==> src/rtl/tpu_sram_loader_if.sv <==
// Byte-stream handshake carrying weight and vector operands into the loader.
// The producer drives valid/data; the loader drives ready.
interface tpu_sram_loader_if #(
    parameter int DATA_WIDTH = 8
);
    logic                  s_valid;
    logic                  s_ready;
    logic [DATA_WIDTH-1:0] s_data;

    modport master (output s_valid, output s_data, input s_ready);
    modport slave  (input s_valid, input s_data, output s_ready);
endinterface

==> src/rtl/tpu_sram_loader.sv <==
// Streams K groups of ARRAY_SIZE weight bytes and K vector bytes into the TPU
// operand SRAM write ports, then pulses tpu_start once.
module tpu_sram_loader #(
    parameter int DATA_WIDTH      = 8,
    parameter int ARRAY_SIZE      = 8,
    parameter int K_ACCUM_DEPTH   = 32,
    parameter int SRAM_DATA_WIDTH = 64,
    parameter int W_ADDR_WIDTH    = 6,
    parameter int V_ADDR_WIDTH    = 5
) (
    input  logic                       clk,
    input  logic                       rst,
    input  logic                       load_start,
    tpu_sram_loader_if.slave           s,
    output logic                       sram_wsb_w,
    output logic [W_ADDR_WIDTH-1:0]    sram_waddr_w,
    output logic [SRAM_DATA_WIDTH-1:0] sram_wdata_w,
    output logic                       sram_wsb_v,
    output logic [V_ADDR_WIDTH-1:0]    sram_waddr_v,
    output logic [DATA_WIDTH-1:0]      sram_wdata_v,
    output logic                       tpu_start,
    output logic                       load_busy,
    output logic                       load_done
);

    localparam int LANE_W = $clog2(ARRAY_SIZE);
    localparam int CNT_W  = $clog2(K_ACCUM_DEPTH + 1);

    typedef enum logic [2:0] {IDLE, LOAD_W, LOAD_V, FLUSH, START} state_t;

    state_t                     state, state_next;
    logic [LANE_W-1:0]          lane_cnt;
    logic [CNT_W-1:0]           word_cnt;
    logic [CNT_W-1:0]           vec_cnt;
    logic [SRAM_DATA_WIDTH-1:0] pack;
    logic [SRAM_DATA_WIDTH-1:0] pack_next;
    logic                       xfer;
    logic                       last_lane;
    logic                       last_word;
    logic                       last_vec;

    assign xfer      = s.s_valid && s.s_ready;
    assign last_lane = (lane_cnt == LANE_W'(ARRAY_SIZE - 1));
    assign last_word = (word_cnt == CNT_W'(K_ACCUM_DEPTH - 1));
    assign last_vec  = (vec_cnt == CNT_W'(K_ACCUM_DEPTH - 1));
    // First byte of a group ends up in the most significant lane.
    assign pack_next = {pack[SRAM_DATA_WIDTH-DATA_WIDTH-1:0], s.s_data};

    // NOTE: sequential state uses non-blocking assignments so every register
    // samples pre-edge values regardless of process evaluation order.
    always_ff @(posedge clk or posedge rst) begin
        if (rst) state <= IDLE;
        else     state <= state_next;
    end

    // NOTE: state_next gets its default before the case, so no path can
    // leave it unassigned and infer a latch.
    always_comb begin
        state_next = state;
        unique case (state)
            IDLE:    if (load_start) state_next = LOAD_W;
            LOAD_W:  if (xfer && last_lane && last_word) state_next = LOAD_V;
            LOAD_V:  if (xfer && last_vec) state_next = FLUSH;
            FLUSH:   state_next = START;
            START:   state_next = IDLE;
            default: state_next = IDLE;
        endcase
    end

    // Handshake and status outputs are registered from the upcoming state.
    always_ff @(posedge clk or posedge rst) begin
        if (rst) begin
            s.s_ready <= 1'b0;
            load_busy <= 1'b0;
            tpu_start <= 1'b0;
            load_done <= 1'b0;
        end else begin
            s.s_ready <= (state_next == LOAD_W) || (state_next == LOAD_V);
            load_busy <= (state_next != IDLE);
            tpu_start <= (state_next == START);
            if (state == IDLE && load_start) load_done <= 1'b0;
            else if (state == START)         load_done <= 1'b1;
        end
    end

    always_ff @(posedge clk or posedge rst) begin
        if (rst) begin
            lane_cnt     <= '0;
            word_cnt     <= '0;
            vec_cnt      <= '0;
            pack         <= '0;
            sram_wsb_w   <= 1'b1;
            sram_waddr_w <= '0;
            sram_wdata_w <= '0;
            sram_wsb_v   <= 1'b1;
            sram_waddr_v <= '0;
            sram_wdata_v <= '0;
        end else begin
            sram_wsb_w <= 1'b1;
            sram_wsb_v <= 1'b1;
            unique case (state)
                IDLE: begin
                    if (load_start) begin
                        lane_cnt <= '0;
                        word_cnt <= '0;
                        vec_cnt  <= '0;
                        pack     <= '0;
                    end
                end
                LOAD_W: begin
                    if (xfer) begin
                        pack     <= pack_next;
                        lane_cnt <= lane_cnt + 1'b1;
                        if (last_lane) begin
                            sram_wsb_w   <= 1'b0;
                            sram_waddr_w <= W_ADDR_WIDTH'(word_cnt);
                            sram_wdata_w <= pack_next;
                            word_cnt     <= word_cnt + 1'b1;
                        end
                    end
                end
                LOAD_V: begin
                    if (xfer) begin
                        sram_wsb_v   <= 1'b0;
                        sram_waddr_v <= V_ADDR_WIDTH'(vec_cnt);
                        sram_wdata_v <= s.s_data;
                        vec_cnt      <= vec_cnt + 1'b1;
                    end
                end
                default: ;
            endcase
        end
    end

endmodule

==> src/flat_wrapper.sv <==
// flat-port wrapper written by rule: the top's interface ports become plain ports
module tpu_sram_loader_flat 
#(
    parameter int DATA_WIDTH      = 8,
    parameter int ARRAY_SIZE      = 8,
    parameter int K_ACCUM_DEPTH   = 32,
    parameter int SRAM_DATA_WIDTH = 64,
    parameter int W_ADDR_WIDTH    = 6,
    parameter int V_ADDR_WIDTH    = 5
)
  (clk, rst, load_start, sram_wsb_w, sram_waddr_w, sram_wdata_w, sram_wsb_v, sram_waddr_v, sram_wdata_v, tpu_start, load_busy, load_done, s_s_valid, s_s_data, s_s_ready);
  tpu_sram_loader_if #(.DATA_WIDTH(DATA_WIDTH)) s_i ();
  input  logic clk;
  input  logic rst;
  input  logic load_start;
  output logic sram_wsb_w;
  output logic [W_ADDR_WIDTH-1:0] sram_waddr_w;
  output logic [SRAM_DATA_WIDTH-1:0] sram_wdata_w;
  output logic sram_wsb_v;
  output logic [V_ADDR_WIDTH-1:0] sram_waddr_v;
  output logic [DATA_WIDTH-1:0] sram_wdata_v;
  output logic tpu_start;
  output logic load_busy;
  output logic load_done;
  input wire logic [$bits(s_i.s_valid)-1:0] s_s_valid;
  input wire logic [$bits(s_i.s_data)-1:0] s_s_data;
  output wire logic [$bits(s_i.s_ready)-1:0] s_s_ready;
  assign s_i.s_valid = s_s_valid;
  assign s_i.s_data = s_s_data;
  assign s_s_ready = s_i.s_ready;
  tpu_sram_loader #(.DATA_WIDTH(DATA_WIDTH), .ARRAY_SIZE(ARRAY_SIZE), .K_ACCUM_DEPTH(K_ACCUM_DEPTH), .SRAM_DATA_WIDTH(SRAM_DATA_WIDTH), .W_ADDR_WIDTH(W_ADDR_WIDTH), .V_ADDR_WIDTH(V_ADDR_WIDTH)) u_core (.clk(clk), .rst(rst), .load_start(load_start), .s(s_i), .sram_wsb_w(sram_wsb_w), .sram_waddr_w(sram_waddr_w), .sram_wdata_w(sram_wdata_w), .sram_wsb_v(sram_wsb_v), .sram_waddr_v(sram_waddr_v), .sram_wdata_v(sram_wdata_v), .tpu_start(tpu_start), .load_busy(load_busy), .load_done(load_done));
endmodule
==> config.mk <==
export PLATFORM = sky130hd
export DESIGN_NAME = tpu_sram_loader_flat
export DESIGN_NICKNAME = d
export VERILOG_FILES = /design/src/rtl/tpu_sram_loader_if.sv /design/src/rtl/tpu_sram_loader.sv /design/src/flat_wrapper.sv
export SDC_FILE = /design/constraint.sdc
export NUM_CORES = 1
export LEC_CHECK = 0
export BUFFER_PORTS_ARGS = -buffer_cell sky130_fd_sc_hd__buf_2
export CAP_MARGIN = 20
export CORE_MARGIN = 2
export CORE_UTILIZATION = 45
export CTS_CLUSTER_DIAMETER = 40
export DETAILED_ROUTE_END_ITERATION = 10
export PLACE_DENSITY = 0.64
export SLEW_MARGIN = 20
export SYNTH_ARGS = -nofsm -noshare
export SYNTH_HDL_FRONTEND = slang
export SYNTH_SLANG_ARGS = --single-unit
==> constraint.sdc <==
create_clock -name clk -period 8.4 [get_ports clk]
set_clock_uncertainty 0.05 [all_clocks]
set_input_delay 0.84 -clock clk [delete_from_list [all_inputs] [get_ports clk]]
set_output_delay 0.84 -clock clk [all_outputs]
set_load 0.02 [all_outputs]
==> impl_table.tex, run 1 <==
\begin{tabular}{lr}
\hline
Metric & Value \\
\hline
\multicolumn{2}{l}{\textbf{Job}} \\
Number of max-cap violations & 0 \\
\multicolumn{2}{l}{\textbf{Clock tree}} \\
Clock buffers created by TritonCTS & 17 \\
Clock tree from TritonCTS & built \\
Clk sink count & about 160 \\
H-Tree Level Count & 4 \\
CTS hold repair buffers & 0 \\
Count of cells resized by post-cts repair & 0 \\
Clock Root Buffer & sky130\_fd\_sc\_hd\_\_clkbuf\_16 \\
Clock Latency Late Sink & 0.42 ns \\
Number of buffers on the longest clock path & 2 \\
Clock transition at the registers of the reported paths & 0.06 ns \\
Setup fix buffers added after clock tree synthesis & 0 \\
\multicolumn{2}{l}{\textbf{Logic synthesis}} \\
Share of the synthesized netlist area taken by xor and xnor gates & 0\% \\
Net count after synthesis & 516 \\
Area of the mapped netlist & 6690 um2 \\
Synthesized flop and latch total & roughly 160 \\
Area share of fa/ha/maj cells after synthesis & less than 1\% \\
Sequential element share of the synthesized area & around three fifths \\
Multiplexer fraction of the synthesized cell area & 23.9\% \\
Simple-gate portion of the synthesized area & 7.25\% \\
Post-Syn Instances & 500 \\
Yosys cell types & 46 \\
Top cell type by total area after synthesis & sky130\_fd\_sc\_hd\_\_dfrtp\_1 \\
Synthesized-area fraction occupied by ao, oa, aoi and oai cells & between 2 and 3\% \\
Most used flip-flop cell after synthesis & sky130\_fd\_sc\_hd\_\_dfrtp\_1 \\
Ranking of synthesized cells by area & sky130\_fd\_sc\_hd\_\_dfrtp\_1, sky130\_fd\_sc\_hd\_\_mux2\_2, sky130\_fd\_sc\_hd\_\_mux2i\_1 \\
Main combinational cell family by area after synthesis & multiplexers \\
Synthesis Warnings & 0 \\
EDFF count, synth & 0 \\
Fraction of registers with async set/reset & between 90\% and 100\% \\
Share of the synthesized area in the top cell type & approximately three fifths \\
Post-Syn Area per Cell & around 13 um2 \\
\multicolumn{2}{l}{\textbf{Floorplan}} \\
Number of rows in the core area & between 40 and 50 \\
Total die area & 15900 um2 \\
Core Box Area & 14500 um2 \\
Initial Util & approximately 46\% \\
Horizontal extent of the die & approximately 130 um \\
Number of primary I/O pins & between 100 and 150 \\
Vertical die dimension & approximately 130 um \\
\multicolumn{2}{l}{\textbf{Detailed routing}} \\
Routed wirelength normalized by instance count & 16.1 um \\
Via density & slightly above 5 \\
Antenna Violating Nets Remaining & 0 \\
TritonRoute pass-1 iters & 4 \\
First DRT Iteration DRCs & approximately 160 \\
Number of vias after detailed routing & about 4000 \\
Wirelength, routed & around 13000 um \\
Detailed-route DRC error count & 0 \\
\multicolumn{2}{l}{\textbf{Timing}} \\
Final Max Tran Viols & 0 \\
Number of failing setup endpoints in the final timing report & 0 \\
Setup total negative slack & 0 ns \\
Period utilization & 35.0\% \\
Min Tclk post-route & roughly 2.9 ns \\
Headroom to the max-slew limit & roughly 30\% \\
Setup repair after global routing missed its margin & no \\
Transition at the pin with the smallest max-transition slack & between 1 and 1.5 ns \\
Final WS setup & approximately 5.5 ns \\
Max Fclk & approximately 0.34 GHz \\
Number of hold-slack violations in the final timing report & 0 \\
\multicolumn{2}{l}{\textbf{Cells and area}} \\
FF+latch area & 4080 um2 \\
Multi-input combinational cell area & 2320 um2 \\
Share of post-route cells with drive strength above 1 & between 40\% and 50\% \\
Layout overhead on the synthesized area & 18.3\% \\
Count of nets after finishing & roughly 610 \\
Fin area & 7920 um2 \\
Inserted Diodes & 0 \\
Fill cell instance count of the final layout & 1288 \\
\multicolumn{2}{l}{\textbf{Critical path}} \\
Top Family by Delay on Critical Path & simple AND/OR/NAND/NOR gates \\
Data required, critical path & 8.65 ns \\
Standard cell with the maximum stage delay on the critical path & sky130\_fd\_sc\_hd\_\_nor2\_8 \\
Launch instance of the worst register-to-register path & u\_core.state[1] \\
Worst path bufs/invs & 1 \\
Critical setup path kind & reg -> reg \\
Startpoint Class & flip-flop \\
R2R depth & 4 \\
Capture instance of the worst register-to-register path & u\_core.sram\_waddr\_w[5] \\
Worst setup EP type & flip-flop \\
Highest cell delay on the worst timing path & 0.88 ns \\
Critical-path maximum fanout & 64 \\
Minimum setup slack among reg-to-reg paths & 5.46 ns \\
Cell Chain, Critical Path & or3b\_4 > nor2\_8 > inv\_2 > mux2\_4 \\
Arrival time worst endpoint & roughly 3.2 ns \\
\multicolumn{2}{l}{\textbf{GRT}} \\
Pin count of the biggest net entering global routing & 110 \\
First-pass GRT wire length & between 20000 and 25000 um \\
Antenna violations before repair & 0 \\
Overall overflow remaining after global route & 0 \\
Number of global-route vias before repair & 4225 \\
Global-route total usage across every layer & around 17\% \\
\multicolumn{2}{l}{\textbf{Worst hold path}} \\
Startpoint of the lowest-slack hold path & u\_core.sram\_wdata\_w[6] \\
Hold Crit Class & reg -> reg \\
Number of cells traversed by the worst hold path & 1 \\
Endpoint with the worst hold slack & u\_core.sram\_wdata\_w[6] \\
\multicolumn{2}{l}{\textbf{Power}} \\
Total power & between 2000 and 3000 uW \\
Reported leakage power & $\sim$0.0041 uW \\
Clock share of power & 27.7\% \\
Pwr dens & around 360 nW/um2 \\
Switching part of the total power & between 30\% and 40\% \\
Sequential cell fraction of total power & between 40\% and 50\% \\
Internal Dissipation & about 1900 uW \\
Worst IR Drop VDD & approximately 0.15 mV \\
Switching power & just over 900 uW \\
Logic pwr share & 29.8\% \\
\multicolumn{2}{l}{\textbf{Run status}} \\
Result of the run & finished clean \\
\multicolumn{2}{l}{\textbf{Placed design}} \\
Pre-CTS WS & roughly 5.3 ns \\
Placed cell areas & about 7300 um2 \\
IO Port Bufs & 100 \\
Hpwl dp & 8150 um \\
Placer's final routability congestion estimate & between 0.7 and 0.8 \\
\hline
\end{tabular}
==> synth_stat cells, types with 6 or more instances <==
| master | n |
|---|---|
| sky130_fd_sc_hd__mux2_4 | 6 |
| sky130_fd_sc_hd__inv_1 | 38 |
| sky130_fd_sc_hd__nand2_1 | 39 |
| sky130_fd_sc_hd__buf_2 | 13 |
| sky130_fd_sc_hd__o21ai_0 | 7 |
| sky130_fd_sc_hd__mux2i_1 | 37 |
| sky130_fd_sc_hd__dfrtp_1 | 161 |
| sky130_fd_sc_hd__nor2_1 | 27 |
| sky130_fd_sc_hd__nand3_1 | 7 |
| sky130_fd_sc_hd__mux2_2 | 101 |
| sky130_fd_sc_hd__buf_4 | 7 |
==> layer usage <==
metal | vias to the layer above | global-route usage, % | wire length (um)
met2 | 89 | 26.8 | 6190
met4 | 0 | 5.24 | 149
met1 | 2053 | 22.9 | 5720
li1 | 1903 | - | -
met3 | 15 | 5.65 | 723
met5 | - | 0 | 0
==> flip-flops by register name, summed over array words and instances (netlist names), 3 cells and up <==
name / flops
u_core.sram_waddr_v: 5
u_core.pack: 56
u_core.sram_waddr_w: 6
u_core.vec_cnt: 6
u_core.word_cnt: 6
u_core.sram_wdata_w: 64
u_core.sram_wdata_v: 8
u_core.lane_cnt: 3
u_core.state: 3
==> cell usage in the layout (no fill, tap or decap), types with 5 or more instances in the layout <==
cell type and instances:
sky130_fd_sc_hd__clkinv_2 5, sky130_fd_sc_hd__mux2_4 6, sky130_fd_sc_hd__dfrtp_1 161, sky130_fd_sc_hd__buf_2 100, sky130_fd_sc_hd__nor2_1 27, sky130_fd_sc_hd__mux2_2 101, sky130_fd_sc_hd__o21ai_0 7, sky130_fd_sc_hd__nand3_1 7
sky130_fd_sc_hd__clkbuf_8 6, sky130_fd_sc_hd__inv_1 37, sky130_fd_sc_hd__clkbuf_16 17, sky130_fd_sc_hd__mux2i_1 37, sky130_fd_sc_hd__nand2_1 39
==> worst register-to-register path, delay by kind of cell (launching register included) <==
family | cells | cell delay (ns)
buffers and inverters | 1 | 0.34
DFF | 1 | 0.52
muxes | 1 | 0.38
and+or+nand+nor | 2 | 1.53
==> cell families after synthesis <==
| family | Yosys count |
|---|---|
| mux | 144 |
| buf+inv | 66 |
| compound gates | 25 |
| simple gates | 98 |
| fa+ha+maj | 4 |
| flops | 163 |
==> worst max-delay path by stage <==
stage / from / endpoint / slack (ns) / depth (start not counted)
2_1_floorplan: rst / u_core.lane_cnt[0] / 3.11 / 1
3_3_place_gp: s_s_valid / u_core.sram_wdata_w[63] / 5.38 / 5
3_5_place_dp: s_s_valid / u_core.sram_waddr_w[5] / 5.28 / 5
4_1_cts: u_core.state[1] / u_core.sram_waddr_w[5] / 5.39 / 4
5_1_grt: u_core.state[1] / u_core.sram_waddr_w[5] / 5.25 / 4
6_report: u_core.state[1] / u_core.sram_waddr_w[5] / 5.46 / 4
==> power groups by stage <==
stage | Sequential, uW | Clock [uW] | Combinational [uW]
floorplan | 1320 | 0 | 482
global placement | 1210 | 0 | 836
detailed placement | 1220 | 0 | 854
CTS | 1210 | 798 | 857
global route | 1240 | 830 | 924
finish | 1200 | 782 | 841
==> area by class of cell <==
class / count / share of cell area (%)
tap: 184 / 2.91
clock inverter: 9 / 1.26
timing repair buffer: 103 / 6.61
sequential: 163 / 51.5
multi-input combinational: 271 / 29.3
inverter: 40 / 1.96
clock buffer: 23 / 6.42
==> metrics by stage <==
stage	util [%]	cells	hold slack, ns
2_1_floorplan	-	500	0.414
3_3_place_gp	50.3	761	0.431
3_5_place_dp	50.3	761	0.440
4_1_cts	54.5	793	0.454
5_1_grt	54.5	793	0.462
6_report	54.5	793	0.448
(Power assumes the default switching activity.)
==> inputs of run 2 (changes only) <==
Clock period 8.4 ns to 3 ns, I/O delays scaled along.
==> run 2 against run 1 <==
Effect of this change: final area rose by 0.47%; utilization rose by 0.26 points; clock power rose to 2.7 times the previous value; register-to-register slack got worse by 4.7 ns; global-route usage rose by 0.28 points; clock-buffer cell count did not move; fmax rose by 30%; non-clock buffer count rose by 4.
==> impl_table.tex, run 2 (synthesis gave the netlist of run 1 again) <==
\begin{tabular}{lr}
\hline
Metric & Value \\
\hline
\multicolumn{2}{l}{\textbf{GRT}} \\
First-pass GRT wire length & 21600 um (unchanged) \\
Antenna violations before repair & 0 (unchanged) \\
Pin count of the biggest net entering global routing & 164 (was 110) \\
Number of global-route vias before repair & 4112 (was 4225) \\
Global-route total usage across every layer & 17.4\% (was 17.1\%) \\
Overall overflow remaining after global route & 0 (unchanged) \\
\multicolumn{2}{l}{\textbf{Floorplan}} \\
Total die area & 15900 um2 (unchanged) \\
Number of rows in the core area & 44 (unchanged) \\
Initial Util & 46.1\% (unchanged) \\
Core Box Area & 14500 um2 (unchanged) \\
Number of primary I/O pins & 101 (unchanged) \\
Vertical die dimension & 126 um (unchanged) \\
Horizontal extent of the die & 126 um (unchanged) \\
\multicolumn{2}{l}{\textbf{Power}} \\
Pwr dens & 991 nW/um2 (was 356 nW/um2) \\
Worst IR Drop VDD & 0.517 mV (was 0.154 mV) \\
Reported leakage power & 0.00410 uW (about the same) \\
Total power & 7880 uW (was 2820 uW) \\
\multicolumn{2}{l}{\textbf{Clock tree}} \\
Clock tree from TritonCTS & built (unchanged) \\
CTS hold repair buffers & 0 (unchanged) \\
Clock transition at the registers of the reported paths & 0.06 ns (about the same) \\
Clock Latency Late Sink & 0.43 ns (was 0.42 ns) \\
Clock Root Buffer & sky130\_fd\_sc\_hd\_\_clkbuf\_16 (unchanged) \\
Setup fix buffers added after clock tree synthesis & 0 (unchanged) \\
Number of buffers on the longest clock path & 2 (unchanged) \\
H-Tree Level Count & 4 (unchanged) \\
Clock buffers created by TritonCTS & 17 (unchanged) \\
Clk sink count & 163 (unchanged) \\
Count of cells resized by post-cts repair & 0 (unchanged) \\
\multicolumn{2}{l}{\textbf{Timing}} \\
Number of hold-slack violations in the final timing report & 0 (unchanged) \\
Transition at the pin with the smallest max-transition slack & 0.840 ns (was 1.05 ns) \\
Number of failing setup endpoints in the final timing report & 0 (unchanged) \\
Headroom to the max-slew limit & 44.0\% (was 29.9\%) \\
Setup total negative slack & 0 ns (unchanged) \\
Period utilization & 75.4\% (was 35.0\%) \\
Min Tclk post-route & 2.26 ns (was 2.94 ns) \\
Min Hold Slack & 0.0871 ns (was 0.448 ns) \\
Setup repair after global routing missed its margin & no (unchanged) \\
Max Fclk & 0.442 GHz (was 0.340 GHz) \\
Final Max Tran Viols & 0 (unchanged) \\
\multicolumn{2}{l}{\textbf{Critical path}} \\
Minimum setup slack among reg-to-reg paths & 0.74 ns (was 5.46 ns) \\
R2R depth & 6 (was 4) \\
Data required, critical path & 3.25 ns (was 8.65 ns) \\
Critical-path maximum fanout & 26 (was 64) \\
Capture instance of the worst register-to-register path & u\_core.sram\_wdata\_w[47] (was u\_core.sram\_waddr\_w[5]) \\
Critical setup path kind & reg -> reg (unchanged) \\
Startpoint Class & flip-flop (unchanged) \\
Launch instance of the worst register-to-register path & u\_core.lane\_cnt[0] (was u\_core.state[1]) \\
Worst setup EP type & flip-flop (unchanged) \\
Arrival time worst endpoint & 2.52 ns (was 3.19 ns) \\
\multicolumn{2}{l}{\textbf{Cells and area}} \\
Most used cells in the layout excluding fill and tap cells & sky130\_fd\_sc\_hd\_\_dfrtp\_1, sky130\_fd\_sc\_hd\_\_mux2\_2, sky130\_fd\_sc\_hd\_\_buf\_2 (unchanged) \\
Core occupancy in the finished layout & 54.7\% (was 54.5\%) \\
Share of post-route cells with drive strength above 1 & 41.3\% (was 41.5\%) \\
Largest register by flop count & u\_core.sram\_wdata\_w (unchanged) \\
Most frequent standard cell in the layout excluding fill and tap cells & sky130\_fd\_sc\_hd\_\_dfrtp\_1 (unchanged) \\
Layout overhead on the synthesized area & 18.8\% (was 18.3\%) \\
Count of nets after finishing & 616 (was 612) \\
Largest regs & u\_core.sram\_wdata\_w x64, u\_core.pack x56, u\_core.sram\_wdata\_v x8 (unchanged) \\
Largest register FFs & 64 (unchanged) \\
Inserted Diodes & 0 (unchanged) \\
Fin area & 7960 um2 (was 7920 um2) \\
\multicolumn{2}{l}{\textbf{Detailed routing}} \\
TritonRoute pass-1 iters & 4 (unchanged) \\
Via density & 5.05 (was 5.12) \\
Wirelength, routed & 13000 um (was 12800 um) \\
Antenna Violating Nets Remaining & 0 (unchanged) \\
First DRT Iteration DRCs & 221 (was 155) \\
Detailed-route DRC error count & 0 (unchanged) \\
Routed wirelength normalized by instance count & 16.3 um (was 16.1 um) \\
Number of vias after detailed routing & 4023 (was 4060) \\
\multicolumn{2}{l}{\textbf{Run status}} \\
Result of the run & finished clean (unchanged) \\
\multicolumn{2}{l}{\textbf{Worst hold path}} \\
Hold Crit Class & in -> async (was reg -> reg) \\
\multicolumn{2}{l}{\textbf{Placed design}} \\
IO Port Bufs & 100 (unchanged) \\
Placed cell areas & 7380 um2 (was 7310 um2) \\
Hpwl dp & 8310 um (was 8150 um) \\
Placer's final routability congestion estimate & 0.763 (was 0.784) \\
\multicolumn{2}{l}{\textbf{Job}} \\
Number of max-cap violations & 0 (unchanged) \\
\hline
\end{tabular}
[run 2: area by class of cell]
| type | count | area (um2) |
|---|---|---|
| fillers | 1252 | 6580 |
| clock inverters | 8 | 101 |
| inverters | 40 | 154 |
| multi-input cells | 271 | 2320 |
| clock buffers | 23 | 478 |
| repair buffers | 107 | 591 |
| well taps | 184 | 230 |
| flip-flops and latches | 163 | 4080 |
[run 2: metrics by stage]
stage | std cells | setup WS [ns]
detailed placement | 765 | 0.748
global route | 796 | 0.600
floorplan | 500 | 0.581
global placement | 765 | 0.792
finish | 796 | 0.737
CTS | 796 | 0.733
[run 2: how the worst max path moves through the flow]
stage / from / end / slack [ns] / depth (start not counted)
4_1_cts: u_core.lane_cnt[0] / u_core.sram_wdata_w[47] / 0.73 / 6
3_5_place_dp: u_core.lane_cnt[0] / u_core.sram_wdata_w[47] / 0.75 / 6
6_report: u_core.lane_cnt[0] / u_core.sram_wdata_w[47] / 0.74 / 6
3_3_place_gp: u_core.state[1] / u_core.sram_wdata_w[58] / 0.79 / 4
2_1_floorplan: rst / u_core.lane_cnt[0] / 0.58 / 1
5_1_grt: u_core.lane_cnt[0] / u_core.sram_wdata_w[47] / 0.60 / 6
[run 2: power by group]
group / switching (uW) / internal (uW) / total (uW)
logic: 1330 / 1060 / 2390
clock network: 841 / 1290 / 2130
registers: 449 / 2920 / 3370
total: 2620 / 5260 / 7880
[run 2: per-layer routing]
metal | track usage (%) | vias up | share of wire, %
met5 | 0 | - | 0
met4 | 5.88 | 0 | 1.5
met3 | 6.07 | 15 | 5.4
met2 | 26.1 | 86 | 47
met1 | 23.8 | 2014 | 46
li1 | - | 1908 | -
[run 2: critical path, stage by stage, from the launching register on]
cell,delay (ns)
sky130_fd_sc_hd__dfrtp_1,0.37
sky130_fd_sc_hd__ha_1,0.15
sky130_fd_sc_hd__ha_1,0.17
sky130_fd_sc_hd__nand3_1,0.27
sky130_fd_sc_hd__nor2_8,0.50
sky130_fd_sc_hd__buf_4,0.28
sky130_fd_sc_hd__mux2_2,0.35
